File: src/rtl/expr_tx_if.sv
// Handshake bundle between a frame requester and the expression character generator.
// The master side requests frames; the slave side produces the paced character stream.
interface expr_tx_if;
   logic        start;
   logic [15:0] op_a;
   logic [15:0] op_b;
   logic        op_sub;
   logic [7:0]  ascii_char;
   logic        char_valid;
   logic        busy;
   logic        done;

   modport master (
      output start, op_a, op_b, op_sub,
      input  ascii_char, char_valid, busy, done
   );

   modport slave (
      input  start, op_a, op_b, op_sub,
      output ascii_char, char_valid, busy, done
   );
endinterface

File: src/rtl/expr_tx.sv
// Emits "{AAAA+BBBB}" / "{AAAA-BBBB}" as uppercase hex ASCII, one character per baud slot,
// optionally framed by NUL pads; operands are latched when the frame is accepted.
module expr_tx #(
   parameter int UART_TX_baud = 20,
   parameter int freq         = 200,
   parameter bit PAD          = 1'b1
) (
   input  logic     clk,
   input  logic     rst_n,
   expr_tx_if.slave bus
);
   localparam int TR  = freq / UART_TX_baud;
   localparam int NCH = PAD ? 13 : 11;
   localparam int CW  = $clog2(TR);
   localparam logic [CW-1:0] BAUD_LAST = CW'(TR - 1);
   localparam logic [3:0]    SLOT_LAST = 4'(NCH - 1);

   typedef enum logic [1:0] {IDLE, SEND, DONE} state_t;

   state_t        state_q, state_d;
   logic [3:0]    slot_q, slot_d;
   logic [CW-1:0] baud_q, baud_d;
   logic [15:0]   a_q, a_d;
   logic [15:0]   b_q, b_d;
   logic          sub_q, sub_d;
   logic [7:0]    char_q, char_d;

   function automatic logic [7:0] hex_char(input logic [3:0] n);
      return (n < 4'd10) ? (8'h30 + {4'h0, n}) : (8'h37 + {4'h0, n});
   endfunction

   // With PAD the frame body shifts by one; slot 0 then maps to pos 15 and slot 12 to
   // pos 11, both of which fall through to the NUL default.
   function automatic logic [7:0] frame_char(input logic [3:0] slot, input logic [15:0] a,
                                             input logic [15:0] b, input logic sub);
      logic [3:0] pos;
      logic [7:0] c;
      pos = PAD ? (slot - 4'd1) : slot;
      c   = 8'h00;
      case (pos)
         4'd0:    c = 8'h7B;
         4'd1:    c = hex_char(a[15:12]);
         4'd2:    c = hex_char(a[11:8]);
         4'd3:    c = hex_char(a[7:4]);
         4'd4:    c = hex_char(a[3:0]);
         4'd5:    c = sub ? 8'h2D : 8'h2B;
         4'd6:    c = hex_char(b[15:12]);
         4'd7:    c = hex_char(b[11:8]);
         4'd8:    c = hex_char(b[7:4]);
         4'd9:    c = hex_char(b[3:0]);
         4'd10:   c = 8'h7D;
         default: c = 8'h00;
      endcase
      return c;
   endfunction

   always_comb begin
      state_d = state_q;
      slot_d  = slot_q;
      baud_d  = baud_q;
      a_d     = a_q;
      b_d     = b_q;
      sub_d   = sub_q;
      char_d  = char_q;
      case (state_q)
         IDLE: begin
            if (bus.start) begin
               a_d     = bus.op_a;
               b_d     = bus.op_b;
               sub_d   = bus.op_sub;
               slot_d  = 4'd0;
               baud_d  = '0;
               char_d  = frame_char(4'd0, bus.op_a, bus.op_b, bus.op_sub);
               state_d = SEND;
            end
         end
         SEND: begin
            if (baud_q == BAUD_LAST) begin
               baud_d = '0;
               if (slot_q == SLOT_LAST) begin
                  char_d  = 8'h00;
                  state_d = DONE;
               end else begin
                  slot_d = slot_q + 4'd1;
                  char_d = frame_char(slot_q + 4'd1, a_q, b_q, sub_q);
               end
            end else begin
               baud_d = baud_q + CW'(1);
            end
         end
         DONE: begin
            state_d = IDLE;
         end
         default: begin
            state_d = IDLE;
            char_d  = 8'h00;
         end
      endcase
   end

   always_ff @(posedge clk or negedge rst_n) begin
      if (!rst_n) begin
         state_q <= IDLE;
         slot_q  <= 4'd0;
         baud_q  <= '0;
         a_q     <= 16'h0000;
         b_q     <= 16'h0000;
         sub_q   <= 1'b0;
         char_q  <= 8'h00;
      end else begin
         state_q <= state_d;
         slot_q  <= slot_d;
         baud_q  <= baud_d;
         a_q     <= a_d;
         b_q     <= b_d;
         sub_q   <= sub_d;
         char_q  <= char_d;
      end
   end

   assign bus.ascii_char = char_q;
   assign bus.char_valid = (state_q == SEND) && (baud_q == BAUD_LAST);
   assign bus.busy       = (state_q == SEND);
   assign bus.done       = (state_q == DONE);
endmodule
File: src/flat_wrapper.sv
// flat-port wrapper written by rule: the top's interface ports become plain ports
module expr_tx_flat 
#(
   parameter int UART_TX_baud = 20,
   parameter int freq         = 200,
   parameter bit PAD          = 1'b1
)
  (clk, rst_n, bus_start, bus_op_a, bus_op_b, bus_op_sub, bus_ascii_char, bus_char_valid, bus_busy, bus_done);
  expr_tx_if bus_i ();
  input  logic clk;
  input  logic rst_n;
  input wire logic [$bits(bus_i.start)-1:0] bus_start;
  input wire logic [$bits(bus_i.op_a)-1:0] bus_op_a;
  input wire logic [$bits(bus_i.op_b)-1:0] bus_op_b;
  input wire logic [$bits(bus_i.op_sub)-1:0] bus_op_sub;
  output wire logic [$bits(bus_i.ascii_char)-1:0] bus_ascii_char;
  output wire logic [$bits(bus_i.char_valid)-1:0] bus_char_valid;
  output wire logic [$bits(bus_i.busy)-1:0] bus_busy;
  output wire logic [$bits(bus_i.done)-1:0] bus_done;
  assign bus_i.start = bus_start;
  assign bus_i.op_a = bus_op_a;
  assign bus_i.op_b = bus_op_b;
  assign bus_i.op_sub = bus_op_sub;
  assign bus_ascii_char = bus_i.ascii_char;
  assign bus_char_valid = bus_i.char_valid;
  assign bus_busy = bus_i.busy;
  assign bus_done = bus_i.done;
  expr_tx #(.UART_TX_baud(UART_TX_baud), .freq(freq), .PAD(PAD)) u_core (.clk(clk), .rst_n(rst_n), .bus(bus_i));
endmodule
File: config.mk
export PLATFORM = sky130hd
export DESIGN_NAME = expr_tx_flat
export DESIGN_NICKNAME = d
export VERILOG_FILES = /design/src/rtl/expr_tx_if.sv /design/src/rtl/expr_tx.sv /design/src/flat_wrapper.sv
export SDC_FILE = /design/constraint.sdc
export NUM_CORES = 1
export LEC_CHECK = 0
export ABC_AREA = 1
export BUFFER_PORTS_ARGS = -buffer_cell sky130_fd_sc_hd__buf_4
export CORE_UTILIZATION = 45
export DETAILED_ROUTE_END_ITERATION = 12
export GPL_TIMING_DRIVEN = 0
export PLACE_DENSITY = 0.68
export SYNTH_ARGS = -nofsm -noshare
export SYNTH_HDL_FRONTEND = slang
export SYNTH_SLANG_ARGS = --single-unit
File: constraint.sdc
create_clock -name clk -period 1.5 [get_ports clk]
set_input_delay 0.075 -clock clk [delete_from_list [all_inputs] [get_ports clk]]
set_output_delay 0.075 -clock clk [all_outputs]
set_load 0.02 [all_outputs]
# Word-level counts from Yosys, hierarchy flattened
# Index checks and enable logic that the tools add are counted.
# op_classes
n_addsub	19
n_lt_le_gt_ge	8
eq_ne	18
mux	24
bitwise	1
n_reduce_logical	9
# op_table
op	n
$add 6x4->7 const A	16
$mux 8	11
$pmux 8 s11	1
$lt 4x4->1 const B	8
$pmux 8 s3	1
$eq 4x4->1 const B	5
$eq 4x3->1 const B	4
$mux 4	4
$pmux 4 s2	2
$add 4x1->4 const B	2
$eq 4x2->1 const B	2
$mux 2	3
$reduce_and 3->1	2
$eq 4x1->1 const B	1
$logic_not 4->1	1
$ne 2x1->1 const B	2
$ne 2x2->1 const B	2
$pmux 2 s2	1
$reduce_and 2->1	2
$reduce_and 4->1	1
$sub 4x1->4 const B	1
$mux 3	1
$eq 2x1->1 const B	1
$eq 2x2->1 const B	1
4 further kinds	4
# totals
register_bits	51
out_inout_bits	11
wordCells	86

# Longest topological paths before layout
# Gate-level depths: netlist (run 1).
# depth
word_depth	7
ltp_mapped	13
depth_no_buf	13

# Least setup slack after synthesis (run 1)
# OpenSTA, ideal clock, no wires.
# synth_path
kind	flip-flop to flip-flop
startpoint	register u_core.baud_q[1]
endpoint	register u_core.char_q[0] (netlist: u_core.bus.ascii_char[0])
arrival_ns	1.366
t_required_ns	1.434
slack_ns	0.068
stages_incl_launch_ff	11
n_path_buf	0
path_cell_list	dfrtp_1 inv_1 ha_1 nand3_1 nor2_2 nand2_1 clkinv_1 nand2_1 inv_2 nand2_1 nand2_1
# synth_via
elab_chain_len	3
# synth_rtl
item	line	text
start, declared	expr_tx.sv:22	logic [CW-1:0] baud_q, baud_d;
start signal, assigned	expr_tx.sv:113	baud_q <= baud_d;
$eq 4x4->1	expr_tx.sv:78	if (baud_q == BAUD_LAST) begin
$ne 2x1->1 (no source line)	-	
$reduce_and 3->1 (no source line)	-	
end signal, assigned	expr_tx.sv:117	char_q <= char_d;
end, declared	expr_tx.sv:26	logic [7:0] char_q, char_d;
# No other way between the ends.
# A chain may end at the register's enable or synchronous reset.

# Worst setup path in the final report (run 1)
# layout_path
startpoint	register u_core.slot_q[1]
endpoint	register u_core.char_q[2] (netlist: u_core.bus.ascii_char[2])
# layout_via
elab_chain_len	7
word_cells_on_any_way	18
cone_classes	2 x add/sub; 11 x eq/ne; 4 x mux; 1 x reduce/logical
# layout_rtl
item	line	text
start, declared	expr_tx.sv:21	logic [3:0] slot_q, slot_d;
start signal, assigned	expr_tx.sv:112	slot_q <= slot_d;
$add 4x1->4	expr_tx.sv:85	char_d = frame_char(slot_q + 4'd1, a_q, b_q, sub_q);
$sub 4x1->4	expr_tx.sv:38	pos = PAD ? (slot - 4'd1) : slot;
$eq 4x4->1 (tied with other cells)	expr_tx.sv:40	case (pos)
$pmux 8 s11	expr_tx.sv:40	
$mux 8 (*)	expr_tx.sv:80	if (slot_q == SLOT_LAST) begin
$mux 8 (*)	expr_tx.sv:78	
$pmux 8 s3 (*)	expr_tx.sv:65	case (state_q)
# Mark *: on every way between the ends. The rest lies on a longest branch, timed or not. The select of a mux whose other input is x is not followed.

==> qor.txt, run 1 <==
Crit path max fanout = 8
Result of the run = finished, violations left
N_diodes = 0
Crit. End Element = flip-flop
Distinct cell type count after synthesis = 29
Pin count of the biggest net entering global routing = 51
Number of antenna violations at the first check in global routing = 0
Data required time of the critical path = 1750 ps
Core outline area = 6907 um2
Most frequent cell on the critical path = nand2_1
Number of global-route vias before repair = 3,245
Total die area = 7639 um2
Least-Margin Pin Slew = 625.8 ps
Share of post-route cells with drive strength above 1 = 21.96%
FILL cells = 683
Netlist area before placement = 3282 um2
CTS H-tree lvls = 2
CP startpoint kind = flip-flop
Detailed-placement wirelength estimate = 6162 um
Average wire length per cell after detail routing = 12.39 um
Final wirelength = 8412 um
Clock transition at the registers of the reported paths = 90 ps
Area of all placed cells without fillers = 4422 um2
Max-capacitance violation count = 0
Number of synthesized flops with an enable pin = 0
Detailed-route DRC error count = 0
Cell Pwr Density = 513.3 nW/um2
Count of clock tree sinks = 50
Number of buffer and inverter instances along the worst setup path = 3
Post-layout net count = 634
CTS tree = done
Arrival time at the worst endpoint = 1820 ps
R2r worst-path depth = 10
Starting utilization of the core area = 47.52%
Floorplan row count = 30
Sequential share of power = 59.3%
Avg Synthesized Cell Area = 6.644 um2
Violated checks = negative setup slack
Most common flop cell mapped by yosys = dfrtp_1
Setup repair after global routing missed its margin = yes
Logic pwr share = 7.4%
Clk pwr share = 33.3%
Worst hold path stage count = 3
Cell Chain, Critical Path = inv_4, ha_4, inv_2, nor2_4, nor3_2, nand2_1, nand2_1, inv_2, nand2_1, nand2_1
Die Ht = 87.40 um
Final setup viols = 7
Aggregate global routing overflow = 0
Overall power consumption = 2.270 mW
Worst min-delay path endpoint = u_core.b_q[0]
FF+latch count, synth = 50
Worst reg-to-reg setup slack = -70 ps
Initial DRC count = 102
Number of top-level pins = 47
GRT Util Overall = 24.15%
Final hold viol count = 0
Crit path max-delay cell type = dfrtp_2
HP Start = bus_op_b[0]
Routed via count = 3,321
Final worst path period need = 1572 ps
RR Startpoint = u_core.slot_q[1]
Fin crit share = 104.8%
Routed Antenna Nets = 0
Root buffer cell = clkbuf_8
Skew-Pair Late Insertion Delay = 300 ps
Cell-internal power = 1.783 mW
Synthesized instance count = 494
Fin worst setup slack = -71.60 ps
Maximum clock insertion buffer count = 2
First-pass GRT wire length = 14,260 um
Final Slew Violations = 0
Net count after synthesis = 545
Critical path type = flip-flop to flip-flop
Number of optimization iterations in the first detailed-route pass = 5
Share of the yosys chip area belonging to registers = 38.12%
Per-cell via count in the routed design = 4.891
IR Drop Worst-Case VDD = 549.6 uV
IO Port Bufs = 45
Critical register-to-register path endpoint = u_core.bus.ascii_char[2]
Final clock skew = 4.846 ps
Maximum operating frequency = 636.3 MHz
Layout Area Growth over Synthesis = 34.73%
Slew Limit Headroom = 58.28%
Routability Congestion = 0.8724
Number of buffers inserted during clock tree synthesis = 5
Static Leakage = 2.344 nW
Class of the tightest hold or removal check = input pin to flip-flop
Maximum cell stage delay along the critical path = 480 ps
Synth async-reset ratio = 100.0%
Switching Fraction = 21.45%
Crit-path leading delay family = simple AND/OR/NAND/NOR gates
Number of synthesis warnings = 0
Placement Cell Area = 3740 um2
Net switching power = 486.8 uW
Horizontal die dimension = 87.40 um
## sequential cells by signal, indices dropped and copies added (netlist names)
| name | count |
|---|---|
| u_core.a_q | 16 |
| u_core.b_q | 16 |
| u_core.baud_q | 4 |
| u_core.bus.ascii_char | 7 |
| u_core.slot_q | 4 |
| u_core.state_q | 2 |
| u_core.sub_q | 1 |
## cells in the mapped netlist (5+ instances only)
library cell / instances / area (um2)
o21ai_0: 31 / 155.2
inv_1: 59 / 221.5
ha_1: 15 / 187.7
o21ai_1: 23 / 115.1
nor2_1: 38 / 142.6
nor2_2: 5 / 31.28
nand3_1: 51 / 255.2
buf_2: 6 / 30.03
a21oi_1: 9 / 45.04
nand2_1: 171 / 641.9
inv_2: 10 / 37.54
dfrtp_1: 50 / 1251
## how the worst max path moves through the flow
stage                           startpoint                       end  slack, ps  cells after the start
after global placement    u_core.slot_q[0]  u_core.bus.ascii_char[0]       -190                     10
after floorplan           u_core.baud_q[1]  u_core.bus.ascii_char[0]         70                     10
final                     u_core.slot_q[1]  u_core.bus.ascii_char[2]        -70                     10
after detailed placement  u_core.slot_q[0]  u_core.bus.ascii_char[0]       -200                     10
after global routing      u_core.slot_q[1]  u_core.bus.ascii_char[5]       -170                     10
after CTS                 u_core.slot_q[1]  u_core.bus.ascii_char[5]        -10                     10
## cell type report
type / count / area [um2] / share of cell area (%)
Multi-Input combinational cell: 362 / 1908 / 43.15
Sequential cell: 50 / 1255 / 28.38
Timing Repair Buffer: 82 / 701.9 / 15.87
Clock buffer: 7 / 76.32 / 1.726
Inverter: 71 / 277.8 / 6.282
Tap cell: 96 / 120.1 / 2.716
Buffer: 11 / 82.58 / 1.868
## power by group through the flow
stage,clock network (mW),logic (mW),registers (mW)
after global routing,0.843,0.184,1.35
after CTS,0.791,0.169,1.35
final,0.756,0.167,1.35
after global placement,0,0.0991,1.37
after floorplan,0,0.00465,1.37
after detailed placement,0,0.100,1.37
## layer usage
metal / up-vias / share of wire (%) / GRT usage (%)
met4: 0 / 1.8 / 7.303
met2: 72 / 48 / 41.62
met5: - / 0 / 0
met1: 1503 / 46 / 30.79
li1: 1735 / - / -
met3: 11 / 4.0 / 4.265
## layout by cell type (no fill, tap or decap), types with 2 or more instances in the layout
| master | instances |
|---|---|
| o21ai_0 | 27 |
| inv_1 | 50 |
| buf_6 | 3 |
| nor2_2 | 4 |
| nand3_4 | 3 |
| ha_2 | 3 |
| ha_1 | 8 |
| nor2_4 | 4 |
| clkbuf_8 | 5 |
| nand4_1 | 3 |
| inv_2 | 15 |
| nand3_2 | 9 |
| o21ai_2 | 2 |
| clkbuf_1 | 2 |
| a21oi_1 | 8 |
| o21ai_1 | 25 |
| nand2_2 | 6 |
| dfrtp_1 | 47 |
| nor2_1 | 36 |
| ha_4 | 4 |
| clkbuf_2 | 2 |
| nand2_1 | 165 |
| o22ai_1 | 2 |
| buf_4 | 54 |
| nor3_1 | 2 |
| dlygate4sd3_1 | 33 |
| nand3_1 | 39 |
| inv_4 | 4 |
| dfrtp_2 | 3 |
## through the flow
stage                     hold WS, ps  utilization [%]  setup slack, ps  cells  setup TNS, ps
after CTS                       3.009            63.41           -13.02    679         -13.52
final                          0.6120            64.02           -71.60    679         -375.7
after global routing            12.87            64.02           -169.1    679          -1164
after floorplan                -220.6                -            68.46    494              0
after global placement          138.1            54.15           -189.7    635          -1868
after detailed placement        145.5            54.15           -199.5    635          -2404
## cells by family (layout without fill, tap and decap cells)
kind of cell | Yosys count | after routing | synth area share, %
adder cells (fa/ha/maj) | 15 | 15 | 5.719
AND/OR/NAND/NOR | 275 | 275 | 34.62
buffers and inverters | 82 | 171 | 9.951
other | 1 | 1 | 0.1143
flip-flops | 50 | 50 | 38.12
XOR/XNOR | 2 | 2 | 0.5338
AO/OA/AOI/OAI | 69 | 69 | 10.94
## tightest hold or removal path: stages
cell	delay, ps
buf_4	80
nand2_1	50
o21ai_1	60
## repair_timing
| item | 4_1_cts | 5_1_grt |
|---|---|---|
| buffers inserted | 4 | 0 |
| resized for setup | 57 | 19 |
| hold buffers | 33 | 0 |
| endpoints found under the setup margin | 41 | 43 |
| endpoints found under the hold margin | 82 | 0 |
| pin swaps | 11 | 6 |
(Power assumes the default switching activity.)
==> run 2, diff against run 1 <==
--- a/config.mk
+++ b/config.mk
@@ -7,10 +7,13 @@
 export LEC_CHECK = 0
 export ABC_AREA = 1
 export BUFFER_PORTS_ARGS = -buffer_cell sky130_fd_sc_hd__buf_4
-export CORE_UTILIZATION = 45
+export CELL_PAD_IN_SITES_DETAIL_PLACEMENT = 0
+export CELL_PAD_IN_SITES_GLOBAL_PLACEMENT = 1
+export CORE_UTILIZATION = 37
 export DETAILED_ROUTE_END_ITERATION = 12
 export GPL_TIMING_DRIVEN = 0
-export PLACE_DENSITY = 0.68
+export PLACE_DENSITY_LB_ADDON = 0.1
+export REMOVE_ABC_BUFFERS = 1
 export SYNTH_ARGS = -nofsm -noshare
 export SYNTH_HDL_FRONTEND = slang
 export SYNTH_SLANG_ARGS = --single-unit
==> run 2 against run 1 <==
  * The flow still finishes with violations (negative setup slack)
  * Hold slack improved by 160 ps
  * Clock power grew 1%
  * Sequential share of layout area fell by 0.82 points
  * Die area is 21% higher
  * Combinational power hardly changed
  * Wire length is 3.3% higher
  * Non-clock buffer count grew 4
  * Critical path type unchanged
==> qor.txt, run 2 (synthesis gave the netlist of run 1 again) <==
Result of the run = finished, violations left
Violated checks = negative setup slack
Cell Pwr Density = 501.3 nW/um2
IR Drop Worst-Case VDD = 359.3 uV
Number of top-level pins = 47
Average wire length per cell after detail routing = 12.54 um
Crit path max-delay cell type = dfrtp_2
Max-capacitance violation count = 0
Core outline area = 8382 um2
Final hold viol count = 0
Post-layout net count = 639
Layout Area Growth over Synthesis = 38.73%
First-pass GRT wire length = 14,180 um
N_diodes = 0
IO Port Bufs = 45
Floorplan row count = 33
Die Ht = 96.18 um
Final wirelength = 8687 um
CTS H-tree lvls = 2
Finished Layout Cells = 693
Arrival time at the worst endpoint = 1790 ps
Register cell area after layout = 1255 um2
Number of buffer and inverter instances along the worst setup path = 3
Overall power consumption = 2.283 mW
Number of optimization iterations in the first detailed-route pass = 4
Detailed-placement wirelength estimate = 5837 um
Timing startpoint of the critical path = u_core.slot_q[1]
R2r worst-path depth = 11
CP startpoint kind = flip-flop
GRT Util Overall = 19.88%
Class of the tightest hold or removal check = input pin to flip-flop
Setup repair after global routing missed its margin = yes
Combined area of the multi-input logic cells = 1964 um2
Area of all placed cells without fillers = 4553 um2
Routed Antenna Nets = 0
Root buffer cell = clkbuf_8
Placement Cell Area = 3691 um2
Fin crit share = 103.4%
Most frequent standard cell in the layout excluding fill and tap cells = nand2_1
Number of antenna violations at the first check in global routing = 0
Number of global-route vias before repair = 3,062
Fin worst setup slack = -50.86 ps
Maximum operating frequency = 644.8 MHz
CTS tree = done
Aggregate global routing overflow = 0
Routed via count = 3,319
Share of post-route cells with drive strength above 1 = 24.32%
Maximum clock insertion buffer count = 2
Worst reg-to-reg setup slack = -50 ps
Initial DRC count = 128
Horizontal die dimension = 96.18 um
Most used cells in the layout excluding fill and tap cells = nand2_1, buf_4, inv_1, dfrtp_1, nand3_1
Data required time of the critical path = 1740 ps
Final clock skew = 8.685 ps
Slew Limit Headroom = 55.95%
FILL cells = 826
Pin count of the biggest net entering global routing = 51
Maximum cell stage delay along the critical path = 480 ps
Clock transition at the registers of the reported paths = 90 ps
Crit-path leading delay family = simple AND/OR/NAND/NOR gates
Final setup viols = 9
Capturing instance or port of the critical path = u_core.bus.ascii_char[2]
RR Startpoint = u_core.slot_q[1]
Crit path max fanout = 8
Crit. End Element = flip-flop
Critical path type = flip-flop to flip-flop
Critical register-to-register path endpoint = u_core.bus.ascii_char[2]
Starting utilization of the core area = 39.16%
Total die area = 9251 um2
Static Leakage = 2.418 nW
Least-Margin Pin Slew = 660.8 ps
Routability Congestion = 0.8105
Depth of the critical timing path with buffers and inverters included = 11
Count of clock tree sinks = 50
Final worst path period need = 1551 ps
Post-Place Cells = 633
Detailed-route DRC error count = 0
Most frequent cell on the critical path = nand2_1
Skew-Pair Late Insertion Delay = 300 ps
Cell Chain, Critical Path = inv_4, ha_4, inv_2, nor2_4, buf_4, nand2_1, nand2_1, nor2_1, nand2_1, nand2_1, nand2_1
Per-cell via count in the routed design = 4.789
Number of buffers inserted during clock tree synthesis = 5
Final Slew Violations = 0
run 2: worst min-delay path by stage:
stage	slack [ps]	cells past startpoint	startpoint	endpoint
after floorplan	-220	0	rst_n	u_core.a_q[0]
after global placement	150	1	rst_n	u_core.b_q[9]
after detailed placement	160	1	rst_n	u_core.a_q[0]
after CTS	140	4	bus_start	u_core.slot_q[2]
after global routing	150	4	bus_start	u_core.slot_q[2]
final	160	4	bus_start	u_core.slot_q[2]
run 2: stage by stage:
stage	util (%)	setup slack, ps	hold WS [ps]	TNS (ps)
after CTS	51.46	-16.26	142.8	-19.81
final	54.32	-50.86	158.6	-295.6
after floorplan	-	-139.1	-220.6	-442.9
after detailed placement	44.04	-462.1	163.7	-11650
after global routing	54.32	-128.7	153.4	-1119
after global placement	44.04	-466.1	154.0	-11060
run 2: metal layers:
layer	global-route usage, %	vias to the layer above	part of all wire (%)
met3	2.923	8	3.1
met5	0	-	0
li1	-	1754	-
met4	3.483	0	0.81
met1	27.14	1499	50
met2	33.51	58	46
run 2: worst register-to-register path: stages, from the launching register on:
cell and delay, ps:
dfrtp_2 480, inv_4 110, ha_4 170, inv_2 50, nor2_4 200, buf_4 150, nand2_1 70, nand2_1 80
nor2_1 40, nand2_1 60, nand2_1 50, nand2_1 50
run 2: repair_timing:
action,4_1_cts,5_1_grt
hold endpoints to repair,83,0
endpoints found under the setup margin,47,16
gates resized for setup,46,42
cloned,1,0
pin swaps,6,14
buffers inserted,5,13
hold buffers,34,0
run 2: where the power goes:
group	total (mW)	internal [mW]	leakage, nW	switching (mW)
clock	0.767	0.323	0.0383	0.444
combinational	0.169	0.114	1.88	0.0550
sequential	1.35	1.35	0.504	0
total	2.28	1.78	2.42	0.499
run 2: cell type report:
class / count / area share [%]
Clock buffer: 7 / 1.676
Inverter: 71 / 6.430
Multi-Input combinational cell: 362 / 43.14
Sequential cell: 50 / 27.56
Tap cell: 105 / 2.885
Timing Repair Buffer: 97 / 18.11
Timing Repair inverter: 1 / 0.1924
